**src/rtl/rc_filter_pkg.sv**
```systemverilog
// Shared types, constants and arithmetic helpers for the RC filter bank.
package rc_filter_pkg;

    localparam int unsigned DefNCh = 4;
    localparam int unsigned DefW   = 16;
    localparam int unsigned DefCW  = 16;
    localparam int unsigned DefCF  = 15;

    typedef enum logic [1:0] {
        StIdle,
        StCalc,
        StDone
    } state_e;

    // Half an LSB of the fractional alpha scale; adding it before the shift rounds half up.
    function automatic logic signed [63:0] rnd_const(input int unsigned cf);
        return (cf == 0) ? 64'sd0 : (64'sd1 <<< (cf - 1));
    endfunction

    // Clamp a wide signed value into the w-bit signed range.
    function automatic logic signed [63:0] sat_w(input logic signed [63:0] v,
                                                 input int unsigned w);
        logic signed [63:0] hi;
        logic signed [63:0] lo;
        hi = (64'sd1 <<< (w - 1)) - 64'sd1;
        lo = -(64'sd1 <<< (w - 1));
        if (v > hi) begin
            return hi;
        end else if (v < lo) begin
            return lo;
        end
        return v;
    endfunction

endpackage

```
**src/rtl/rc_filter_bank_if.sv**
```systemverilog
// Sample-vector handshake and filtered-output bus of the RC filter bank.
interface rc_filter_bank_if
    import rc_filter_pkg::*;
#(
    parameter int unsigned N_CH = DefNCh,
    parameter int unsigned W    = DefW,
    parameter int unsigned CW   = DefCW
);

    logic                in_valid;
    logic                in_ready;
    logic [N_CH*W-1:0]   v_in;
    logic [CW-1:0]       alpha;
    logic                hold;
    logic                clear;
    logic [N_CH*W-1:0]   v_out;
    logic                out_valid;

    modport master (
        output in_valid, v_in, alpha, hold, clear,
        input  in_ready, v_out, out_valid
    );

    modport slave (
        input  in_valid, v_in, alpha, hold, clear,
        output in_ready, v_out, out_valid
    );

endinterface

```
**src/rtl/rc_filter_step.sv**
```systemverilog
// Single-channel RC update: y_next = sat(y + round((x - y) * alpha / 2^CF)).
module rc_filter_step
    import rc_filter_pkg::*;
#(
    parameter int unsigned W  = DefW,
    parameter int unsigned CW = DefCW,
    parameter int unsigned CF = DefCF
) (
    input  logic signed [W-1:0] x_i,
    input  logic signed [W-1:0] y_i,
    input  logic [CW-1:0]       alpha_i,
    output logic signed [W-1:0] y_next_o
);

    // Wide enough for (x - y) * alpha plus the rounding offset without overflow.
    localparam int unsigned PW = W + CW + 2;

    logic signed [PW-1:0] x_e;
    logic signed [PW-1:0] y_e;
    logic signed [PW-1:0] a_e;
    logic signed [PW-1:0] diff;
    logic signed [PW-1:0] prod;
    logic signed [PW-1:0] prod_rnd;
    logic signed [PW-1:0] delta;
    logic signed [63:0]   sum;

    // Difference, scale by alpha (zero-extended), round, shift and saturate.
    always_comb begin
        x_e      = PW'(x_i);
        y_e      = PW'(y_i);
        a_e      = PW'(alpha_i);
        diff     = x_e - y_e;
        prod     = diff * a_e;
        prod_rnd = prod + PW'(rnd_const(CF));
        delta    = prod_rnd >>> CF;
        sum      = 64'(delta) + 64'(y_i);
        y_next_o = W'(sat_w(sum, W));
    end

endmodule

```
**src/rtl/rc_filter_bank.sv**
```systemverilog
// N-channel first-order RC low-pass bank sharing one multiplier across channels.
module rc_filter_bank
    import rc_filter_pkg::*;
#(
    parameter int unsigned N_CH = DefNCh,
    parameter int unsigned W    = DefW,
    parameter int unsigned CW   = DefCW,
    parameter int unsigned CF   = DefCF
) (
    input  logic            clk,
    input  logic            rst,
    rc_filter_bank_if.slave bus
);

    localparam int unsigned CntW = (N_CH > 1) ? $clog2(N_CH) : 1;

    state_e                    state_q, state_d;
    logic [CntW-1:0]           cnt_q, cnt_d;
    logic [N_CH-1:0][W-1:0]    x_q, x_d;
    logic [CW-1:0]             alpha_q, alpha_d;
    logic                      hold_q, hold_d;
    logic [N_CH-1:0][W-1:0]    y_q, y_d;
    logic [N_CH-1:0][W-1:0]    v_out_q, v_out_d;
    logic                      out_valid_q, out_valid_d;
    logic                      in_ready;
    logic signed [W-1:0]       x_sel;
    logic signed [W-1:0]       y_sel;
    logic signed [W-1:0]       y_next;

    // Channel selected by the counter feeds the shared datapath.
    always_comb begin
        x_sel = x_q[cnt_q];
        y_sel = y_q[cnt_q];
    end

    rc_filter_step #(
        .W  (W),
        .CW (CW),
        .CF (CF)
    ) u_step (
        .x_i      (x_sel),
        .y_i      (y_sel),
        .alpha_i  (alpha_q),
        .y_next_o (y_next)
    );

    // Next-state: accept/clear in idle, one channel per cycle in calc, publish on the last one.
    always_comb begin
        state_d     = state_q;
        cnt_d       = cnt_q;
        x_d         = x_q;
        alpha_d     = alpha_q;
        hold_d      = hold_q;
        y_d         = y_q;
        v_out_d     = v_out_q;
        out_valid_d = 1'b0;
        in_ready    = 1'b0;
        unique case (state_q)
            StIdle: begin
                in_ready = 1'b1;
                if (bus.in_valid) begin
                    x_d     = bus.v_in;
                    alpha_d = bus.alpha;
                    hold_d  = bus.hold;
                    cnt_d   = '0;
                    state_d = StCalc;
                end else if (bus.clear) begin
                    y_d = '0;
                end
            end
            StCalc: begin
                if (!hold_q) begin
                    y_d[cnt_q] = y_next;
                end
                if (cnt_q == CntW'(N_CH - 1)) begin
                    // Load the whole vector at once so DONE presents a complete update.
                    v_out_d     = y_d;
                    out_valid_d = 1'b1;
                    state_d     = StDone;
                end else begin
                    cnt_d = cnt_q + CntW'(1);
                end
            end
            StDone: begin
                state_d = StIdle;
            end
            default: begin
                state_d = StIdle;
            end
        endcase
    end

    // State registers; reset discards any vector in flight.
    always_ff @(posedge clk or negedge rst) begin
        if (!rst) begin
            state_q     <= StIdle;
            cnt_q       <= '0;
            x_q         <= '0;
            alpha_q     <= '0;
            hold_q      <= 1'b0;
            y_q         <= '0;
            v_out_q     <= '0;
            out_valid_q <= 1'b0;
        end else begin
            state_q     <= state_d;
            cnt_q       <= cnt_d;
            x_q         <= x_d;
            alpha_q     <= alpha_d;
            hold_q      <= hold_d;
            y_q         <= y_d;
            v_out_q     <= v_out_d;
            out_valid_q <= out_valid_d;
        end
    end

    assign bus.in_ready  = in_ready;
    assign bus.v_out     = v_out_q;
    assign bus.out_valid = out_valid_q;

endmodule

```
**src/flat_wrapper.sv**
```systemverilog
// flat-port wrapper written by rule: the top's interface ports become plain ports
module rc_filter_bank_flat import rc_filter_pkg::*;
#(
    parameter int unsigned N_CH = DefNCh,
    parameter int unsigned W    = DefW,
    parameter int unsigned CW   = DefCW,
    parameter int unsigned CF   = DefCF
)
  (clk, rst, bus_in_valid, bus_v_in, bus_alpha, bus_hold, bus_clear, bus_in_ready, bus_v_out, bus_out_valid);
  rc_filter_bank_if #(.N_CH(N_CH), .W(W), .CW(CW)) bus_i ();
  input  logic clk;
  input  logic rst;
  input wire logic [$bits(bus_i.in_valid)-1:0] bus_in_valid;
  input wire logic [$bits(bus_i.v_in)-1:0] bus_v_in;
  input wire logic [$bits(bus_i.alpha)-1:0] bus_alpha;
  input wire logic [$bits(bus_i.hold)-1:0] bus_hold;
  input wire logic [$bits(bus_i.clear)-1:0] bus_clear;
  output wire logic [$bits(bus_i.in_ready)-1:0] bus_in_ready;
  output wire logic [$bits(bus_i.v_out)-1:0] bus_v_out;
  output wire logic [$bits(bus_i.out_valid)-1:0] bus_out_valid;
  assign bus_i.in_valid = bus_in_valid;
  assign bus_i.v_in = bus_v_in;
  assign bus_i.alpha = bus_alpha;
  assign bus_i.hold = bus_hold;
  assign bus_i.clear = bus_clear;
  assign bus_in_ready = bus_i.in_ready;
  assign bus_v_out = bus_i.v_out;
  assign bus_out_valid = bus_i.out_valid;
  rc_filter_bank #(.N_CH(N_CH), .W(W), .CW(CW), .CF(CF)) u_core (.clk(clk), .rst(rst), .bus(bus_i));
endmodule
```
**config.mk**
```make
export PLATFORM = sky130hd
export DESIGN_NAME = rc_filter_bank_flat
export DESIGN_NICKNAME = d
export VERILOG_FILES = /design/src/rtl/rc_filter_pkg.sv /design/src/rtl/rc_filter_bank_if.sv /design/src/rtl/rc_filter_step.sv /design/src/rtl/rc_filter_bank.sv /design/src/flat_wrapper.sv
export SDC_FILE = /design/constraint.sdc
export NUM_CORES = 1
export LEC_CHECK = 0
export CORE_ASPECT_RATIO = 1.1
export CORE_MARGIN = 2
export CORE_UTILIZATION = 55
export DETAILED_ROUTE_END_ITERATION = 10
export PLACE_DENSITY = 0.78
export SYNTH_ARGS = -nofsm -noshare
export SYNTH_HDL_FRONTEND = slang
export SYNTH_SLANG_ARGS = --single-unit
```
**constraint.sdc**
```tcl
create_clock -name clk -period 10.5 [get_ports clk]
set_input_delay 1.05 -clock clk [delete_from_list [all_inputs] [get_ports clk]]
set_output_delay 1.05 -clock clk [all_outputs]
set_load 0.01 [all_outputs]
```
* Word-level counts from Yosys, hierarchy flattened
Cells that the tools add are included.
** Storage, ports and cells
- Register bits after elaboration :: 214
- Input port bits :: 85
** Cells by class
- Add/sub/neg operators :: 4
- Multiply operators :: 1
- Order comparisons :: 4
- Eq/ne operators :: 7
- Multiplexer cells :: 25
- Reductions and logical operators :: 8
** Operators with widths (count)
- $mux W64 :: 3
- $pmux W64 S2 :: 1
- $mux W16 :: 6
- $bmux W16 S2 :: 2
- $bwmux W64 :: 1
- $add A34 B16 Y34 const B :: 1
- $mul A34 B17 Y34 :: 1
- $demux W16 S2 :: 1
- $add A19 B16 Y20 :: 1
- $gt A20 B16 Y1 const B :: 1
- $lt A20 B16 Y1 const B :: 1
- $sub A16 B16 Y17 :: 1
- $mux W2 :: 4
- $ne A2 B2 Y1 const B :: 4
- $pmux W2 S2 :: 2
- $reduce_and A2 Y1 :: 3
- $reduce_and A3 Y1 :: 2
- $mux W1 :: 5
- $lt A2 B3 Y1 const B :: 1
- $add A2 B1 Y2 const B :: 1
- $eq A2 B1 Y1 const B :: 1
- $eq A2 B2 Y1 const B :: 1
- $ge A2 B1 Y1 const B :: 1
- $logic_not A2 Y1 :: 1
- 3 further kinds :: 3

* Depth between registers and ports, before layout
- Word-level depth :: 13
- Depth in mapped cells :: 50

* By module
A second synthesis with hierarchy kept.
** Unflattened totals
- Cells, all modules :: 2293
- Area total of the unflattened synthesis :: 22786.9 um^2
** By module, submodules not included
- rc_filter_step :: instances 1, cells an instance 1597, area each 13319.0 um^2
- rc_filter_bank :: instances 1, cells an instance 696, area each 9467.8 um^2

* Worst setup path before layout
Ideal clock, no wire load.
- Path kind :: register -> register
- Start :: register u_core.cnt_q[0]
- End :: register u_core.v_out_q, in the netlist u_core.bus.v_out[51]
- Library setup time :: 0.138 ns
- Arrival :: 11.375 ns
- Data required time :: 10.362 ns
- Path slack :: -1.013 ns
- Cell stages (with the launch flop) :: 45
- Path buffers :: 4
- Path through :: dfrtp_1 clkbuf_1 buf_1 mux4_2 inv_1 ha_1 inv_1 fa_1 a21o_1 a21oi_1 nor2b_1 o21a_1 o41ai_2 o21ai_1 o21a_1 o22ai_1 buf_2 nand2_1 [9 not listed] ha_1 and4_1 a221oi_1 a21boi_2 a221oi_2 o21bai_1 a21o_1 xnor2_1 ha_1 nand2_1 or3_1 o21ai_0 a21oi_1 xnor2_1 o41a_1 buf_6 a211oi_4 a21oi_1
** On the way
- Longest elaborated chain between the ends :: 12
- Elaborated cells on any way between the ends :: 23
- Classes of those cells :: add/sub: 3; mul: 1; order compare: 4; eq/ne: 1; mux: 12; reduce/logical: 2
** RTL lines
- start: declaration :: line rc_filter_bank.sv:18 : logic [CntW-1:0] cnt_q, cnt_d;
- start signal: assignment :: line rc_filter_bank.sv:106 : cnt_q <= cnt_d;
- $bmux W16 S2, on equally long branches :: line rc_filter_bank.sv:32, rc_filter_bank.sv:33
- $mux W16, on equally long branches :: line rc_filter_bank.sv:32, rc_filter_bank.sv:33
- $sub A16 B16 Y17 :: line rc_filter_step.sv:32 : diff = x_e - y_e;
- $mul A34 B17 Y34 :: line rc_filter_step.sv:33 : prod = diff * a_e;
- $add A34 B16 Y34 :: line rc_filter_step.sv:34 : prod_rnd = prod + PW'(rnd_const(CF));
- $add A19 B16 Y20 :: line rc_filter_step.sv:36 : sum = 64'(delta) + 64'(y_i);
- $lt A20 B16 Y1 :: line rc_filter_pkg.sv:29 : end else if (v < lo) begin
- $mux W1 :: line rc_filter_pkg.sv:29
- $mux W1 :: line rc_filter_pkg.sv:27 : if (v > hi) begin
- $mux W16 :: line rc_filter_pkg.sv:32 : return v;
- $bwmux W64 :: line rc_filter_bank.sv:73 : y_d[cnt_q] = y_next;
- $mux W64 :: line rc_filter_bank.sv:72 : if (!hold_q) begin
- end signal: assignment :: line rc_filter_bank.sv:111 : v_out_q <= v_out_d;
- end: declaration :: line rc_filter_bank.sv:23 : logic [N_CH-1:0][W-1:0] v_out_q, v_out_d;
Parallel ways exist; a longest one is shown, timed or not. The select of a mux whose other input is x is not followed.
A chain may end at the register's enable or synchronous reset.

* Worst setup path after layout
- Start :: register u_core.cnt_q[0]
- End :: register u_core.y_q[23] (netlist bit)
** On the way
- Longest elaborated chain between the ends :: 13
- Elaborated cells on any way between the ends :: 22
- Classes of those cells :: add/sub: 3; mul: 1; order compare: 4; mux: 13; reduce/logical: 1
** RTL lines
- $bmux W16 S2, on equally long branches :: line rc_filter_bank.sv:32, rc_filter_bank.sv:33
- $mux W16, on equally long branches :: line rc_filter_bank.sv:32, rc_filter_bank.sv:33
- $sub A16 B16 Y17 :: line rc_filter_step.sv:32
- $mul A34 B17 Y34 :: line rc_filter_step.sv:33
- $add A34 B16 Y34 :: line rc_filter_step.sv:34
- $add A19 B16 Y20 :: line rc_filter_step.sv:36
- $lt A20 B16 Y1 :: line rc_filter_pkg.sv:29
- $mux W1 :: line rc_filter_pkg.sv:29
- $mux W1 :: line rc_filter_pkg.sv:27
- $mux W16 :: line rc_filter_pkg.sv:32
- $bwmux W64 (*) :: line rc_filter_bank.sv:73
- $mux W64 (*) :: line rc_filter_bank.sv:72
- $pmux W64 S2 (*) :: line rc_filter_bank.sv:58 : unique case (state_q)
- end signal: assignment :: line rc_filter_bank.sv:110 : y_q <= y_d;
- end: declaration :: line rc_filter_bank.sv:22 : logic [N_CH-1:0][W-1:0] y_q, y_d;
Mark *: on every way between the ends. The rest lies on a longest branch, timed or not. The select of a mux whose other input is x is not followed.

==> run summary <==
At the later pin of the worst-skew pair, clock insertion delay measures 0.55 ns. The checks that failed: negative setup slack. For the worst setup slack after placement, the log shows -0.670 ns. The number of clock buffers added by TritonCTS is 24. Port buffering added 150 buffers.

The average instance in the mapped netlist occupies 9.90 um^2. TritonCTS built the clock tree. The die is 192 um wide.

The most numerous cell type found on the critical path is sky130_fd_sc_hd__fa_1. The worst setup path is captured at a flop. The worst hold path cell count was 2. The worst register-to-register path ends at u_core.y_q[23]$_DFFE_PN0P_. The logs give 85 for the pin count of the biggest net entering global routing and 38,200 um^2 for the area of the core region.

The final setup skew came out at 0.0214 ns. The run finished, with violations left. The shortest clock period the worst path allows after layout works out to 10.90 ns.

The standard cell with the maximum stage delay on the critical path is sky130_fd_sc_hd__mux4_2. The floorplan step defined a die boundary enclosing 40,400 um^2. The run gives 95,600 um as the wire length of the first global-routing pass.

The overall via count from detail_route was 17,200; the post-detailed-route count of antenna-violating nets was 0. The layout cell share with drive strength beyond 1 is 0.221. Category of the critical setup timing path: flop to flop. The first-pass iteration count of the detailed router came out at 6. For the worst setup path, the data required time is 10.87 ns.

The final hold violation count is 0. The post-synthesis async set-or-reset flop share was 1.00. The register-to-register setup slack came out at -0.40 ns. The wire-length estimate of the detail-placed layout is 44,300 um.

The start of the worst register-to-register path was u_core.cnt_q[0]$_DFFE_PN0P_. Row generation in the floorplan step produced 75 rows. The number of synthesized register bits came out at 214. The number of cells in the design after placement was 2,869. The initial standard-cell utilization of the core is 0.559, and the count of routing violations after the opening detailed-route iteration is 1,420.

The worst hold path begins at u_core.bus.v_out[63]$_DFFE_PN0P_. The via count of the first global-routing pass came out at 18,400. No sink is reached through more buffers than the 3 on the longest clock path.

In the final design database the tool counted 2,935 nets. The clock drives 214 sinks. The count of H-tree levels built during CTS came out at 1.

In this run the worst path has a maximum fanout of 8. The logs give 0 for the warning count from the yosys run and 0 for the total overflow reported by the global router. Compared with the post-synthesis result, the final layout area differs by 24.8%. The cell area after synthesis was 21,300 um^2; the relative slew slack was 0.242. In the routed design, unresolved DRC markers number 0.

For the final standard cell count with taps included and fillers excluded, the log shows 2,961. The most used flip-flop cell after synthesis is sky130_fd_sc_hd__dfrtp_1. Data arrives at the worst endpoint at 11.28 ns.

For the max-slew violation total from the final report, the log shows 0. The count of flip-flops with a built-in enable after synthesis was 0. The number of nets handed over by synthesis was 2,651. The global-route usage over all layers is 0.305, and the number of cells on the worst reg-to-reg path is 44.

The run gives 0.251 as the proportion of synthesized chip area in sequential cells. For hold timing, the worst endpoint is u_core.bus.v_out[63]$_DFFE_PN0P_. Number of setup violations in the final report: 120. The minimum setup slack in the final design was -0.404 ns.

The tools report the highest attainable clock frequency as 91.7 MHz. Dividing the detail-routed wire length by the instance count gives 20.9 um. After clock tree synthesis, the clock-pin slew on the worst setup and hold paths is 0.06 ns. Setup repair after global routing could not meet its margin everywhere.

Clock tree synthesis selected as its root buffer the cell sky130_fd_sc_hd__clkbuf_16. The number of maximum-capacitance constraint violations was 0; the transition time at the pin with the least slew margin was 1.14 ns. The tightest min-delay check is of the flop to flop type. For the weighted congestion reported at the end of routability-driven placement, the log shows 0.962.

Ratio of final minimum period to clock period: 1.04. The biggest cell delay along the critical path was 0.62 ns. Counting every instance in the synthesized netlist gives 2,155.

The via density per instance was 5.80. The worst setup path is launched from a flop. In this run the count of I/O pins placed on the die edge is 151. Wires add up to 61,800 um. Die extent in y: 211 um.

Counting distinct cell types in the post-synthesis netlist gives 60. The tools report the initial antenna violation count as 4. For the core utilization of the finished layout, the log shows 0.697.
==> per-stage QoR <==
stage	cell area, um^2	hold slack, ns	TNS, ns
2_1_floorplan	21500	0.458	0
3_3_place_gp	24500	0.468	-31.75
3_5_place_dp	24500	0.482	-65.89
4_1_cts	25900	0.491	-16.83
5_1_grt	26600	0.520	-87.63
6_report	26600	0.487	-31.38
==> timing repair <==
| item | in CTS | in global routing |
|---|---|---|
| setup buffers | 26 | 18 |
| hold buffers | 0 | 0 |
| gates resized for setup | 95 | 157 |
| gates cloned | 2 | 2 |
| setup endpoints to repair | 128 | 128 |
| pin swaps | 58 | 132 |
==> worst max-delay path by stage <==
| stage | start | end | slack, ns | cells after the start |
|---|---|---|---|---|
| final | u_core.cnt_q[0]$_DFFE_PN0P_ | u_core.y_q[23]$_DFFE_PN0P_ | -0.40 | 44 |
| after CTS | u_core.cnt_q[0]$_DFFE_PN0P_ | u_core.y_q[55]$_DFFE_PN0P_ | -0.22 | 43 |
| after global placement | u_core.cnt_q[0]$_DFFE_PN0P_ | u_core.bus.v_out[60]$_DFFE_PN0P_ | -0.39 | 45 |
| after floorplan | u_core.cnt_q[0]$_DFFE_PN0P_ | u_core.bus.v_out[51]$_DFFE_PN0P_ | 0.03 | 48 |
| after global routing | u_core.cnt_q[0]$_DFFE_PN0P_ | u_core.y_q[23]$_DFFE_PN0P_ | -0.85 | 45 |
| after detailed placement | u_core.cnt_q[0]$_DFFE_PN0P_ | u_core.bus.v_out[61]$_DFFE_PN0P_ | -0.67 | 45 |
==> flip-flops by register name, indices dropped and copies added, names as in the netlist <==
signal                cells
u_core.bus.v_out         64
u_core.x_q               64
u_core.y_q               64
u_core.alpha_q           16
u_core.cnt_q              2
u_core.state_q            2
u_core.bus.out_valid      1
u_core.hold_q             1
==> cells in the final DEF (no fill, tap or decap), types with 12 or more instances in the layout <==
cell type	count
sky130_fd_sc_hd__dfrtp_1	213
sky130_fd_sc_hd__inv_1	373
sky130_fd_sc_hd__nor2_1	31
sky130_fd_sc_hd__o22ai_1	12
sky130_fd_sc_hd__clkbuf_16	26
sky130_fd_sc_hd__nand3_1	13
sky130_fd_sc_hd__xor2_1	13
sky130_fd_sc_hd__buf_4	172
sky130_fd_sc_hd__o21ai_2	30
sky130_fd_sc_hd__o21a_1	12
sky130_fd_sc_hd__nor2b_1	20
sky130_fd_sc_hd__fa_1	263
sky130_fd_sc_hd__nand2_1	223
sky130_fd_sc_hd__a21oi_2	32
sky130_fd_sc_hd__buf_6	12
sky130_fd_sc_hd__a21oi_4	16
sky130_fd_sc_hd__mux4_2	32
sky130_fd_sc_hd__and2_1	139
sky130_fd_sc_hd__or3_1	15
sky130_fd_sc_hd__o21ai_0	52
sky130_fd_sc_hd__ha_1	123
sky130_fd_sc_hd__xnor2_1	39
sky130_fd_sc_hd__ha_4	14
sky130_fd_sc_hd__a21o_1	18
sky130_fd_sc_hd__a21oi_1	62
sky130_fd_sc_hd__and3_1	39
sky130_fd_sc_hd__o21ai_1	51
sky130_fd_sc_hd__mux2_2	81
sky130_fd_sc_hd__clkdlybuf4s50_1	149
sky130_fd_sc_hd__inv_2	13
==> synth_stat cells (18+ instances only) <==
cell	n	area [um^2]
sky130_fd_sc_hd__inv_1	386	1450
sky130_fd_sc_hd__fa_1	274	5490
sky130_fd_sc_hd__nand2_1	231	867
sky130_fd_sc_hd__dfrtp_1	214	5360
sky130_fd_sc_hd__and2_1	149	932
sky130_fd_sc_hd__ha_1	137	1710
sky130_fd_sc_hd__o21ai_0	111	556
sky130_fd_sc_hd__a21oi_1	95	475
sky130_fd_sc_hd__clkbuf_1	82	308
sky130_fd_sc_hd__mux2_2	81	912
sky130_fd_sc_hd__xnor2_1	49	429
sky130_fd_sc_hd__nor2_1	40	150
sky130_fd_sc_hd__and3_1	39	244
sky130_fd_sc_hd__mux4_2	32	721
sky130_fd_sc_hd__o21ai_1	24	120
sky130_fd_sc_hd__nor2b_1	21	131
sky130_fd_sc_hd__a21o_1	18	135
==> cells by family (layout without fill, tap and decap cells) <==
group	Yosys count	after routing	share of synthesized area
mux	113	113	0.0765
simple gates	543	543	0.126
fa+ha+maj	415	415	0.339
compound gates	329	329	0.0964
xor+xnor	62	62	0.0254
buf+inv	479	780	0.0850
other cells	0	5	0
flops	214	214	0.251
==> critical path, delay by kind of cell (launching register included) <==
| family | cells | cell delay, ns |
|---|---|---|
| buffers and inverters | 12 | 1.41 |
| adders and majority gates | 9 | 3.85 |
| DFF | 1 | 0.44 |
| and+or+nand+nor | 6 | 0.57 |
| xor gates and xnor gates | 2 | 0.28 |
| muxes | 1 | 0.62 |
| AOI/OAI and AO/OA | 14 | 3.53 |
==> area by class of cell <==
type                            count  area [um^2]
Multi-Input combinational cell   1462        15100
Fill cell                        2553        11600
Sequential cell                   214         5360
Timing Repair Buffer              351         3290
Inverter                          386         1450
Clock buffer                       36          696
Tap cell                          500          626
Clock inverter                      7         82.6
Antenna cell                        5         12.5
==> routing by layer <==
| layer | part of all wire | global-route usage | vias to the layer above |
|---|---|---|---|
| met4 | 0.051 | 0.131 | 0 |
| met2 | 0.51 | 0.529 | 834 |
| met5 | 0 | 0 | - |
| met1 | 0.37 | 0.376 | 8695 |
| met3 | 0.069 | 0.0488 | 207 |
| li1 | - | - | 7448 |
Power is left out: the tool's default activity adds up to more than one toggle a clock period on the data nets, which glitch-free logic cannot reach.
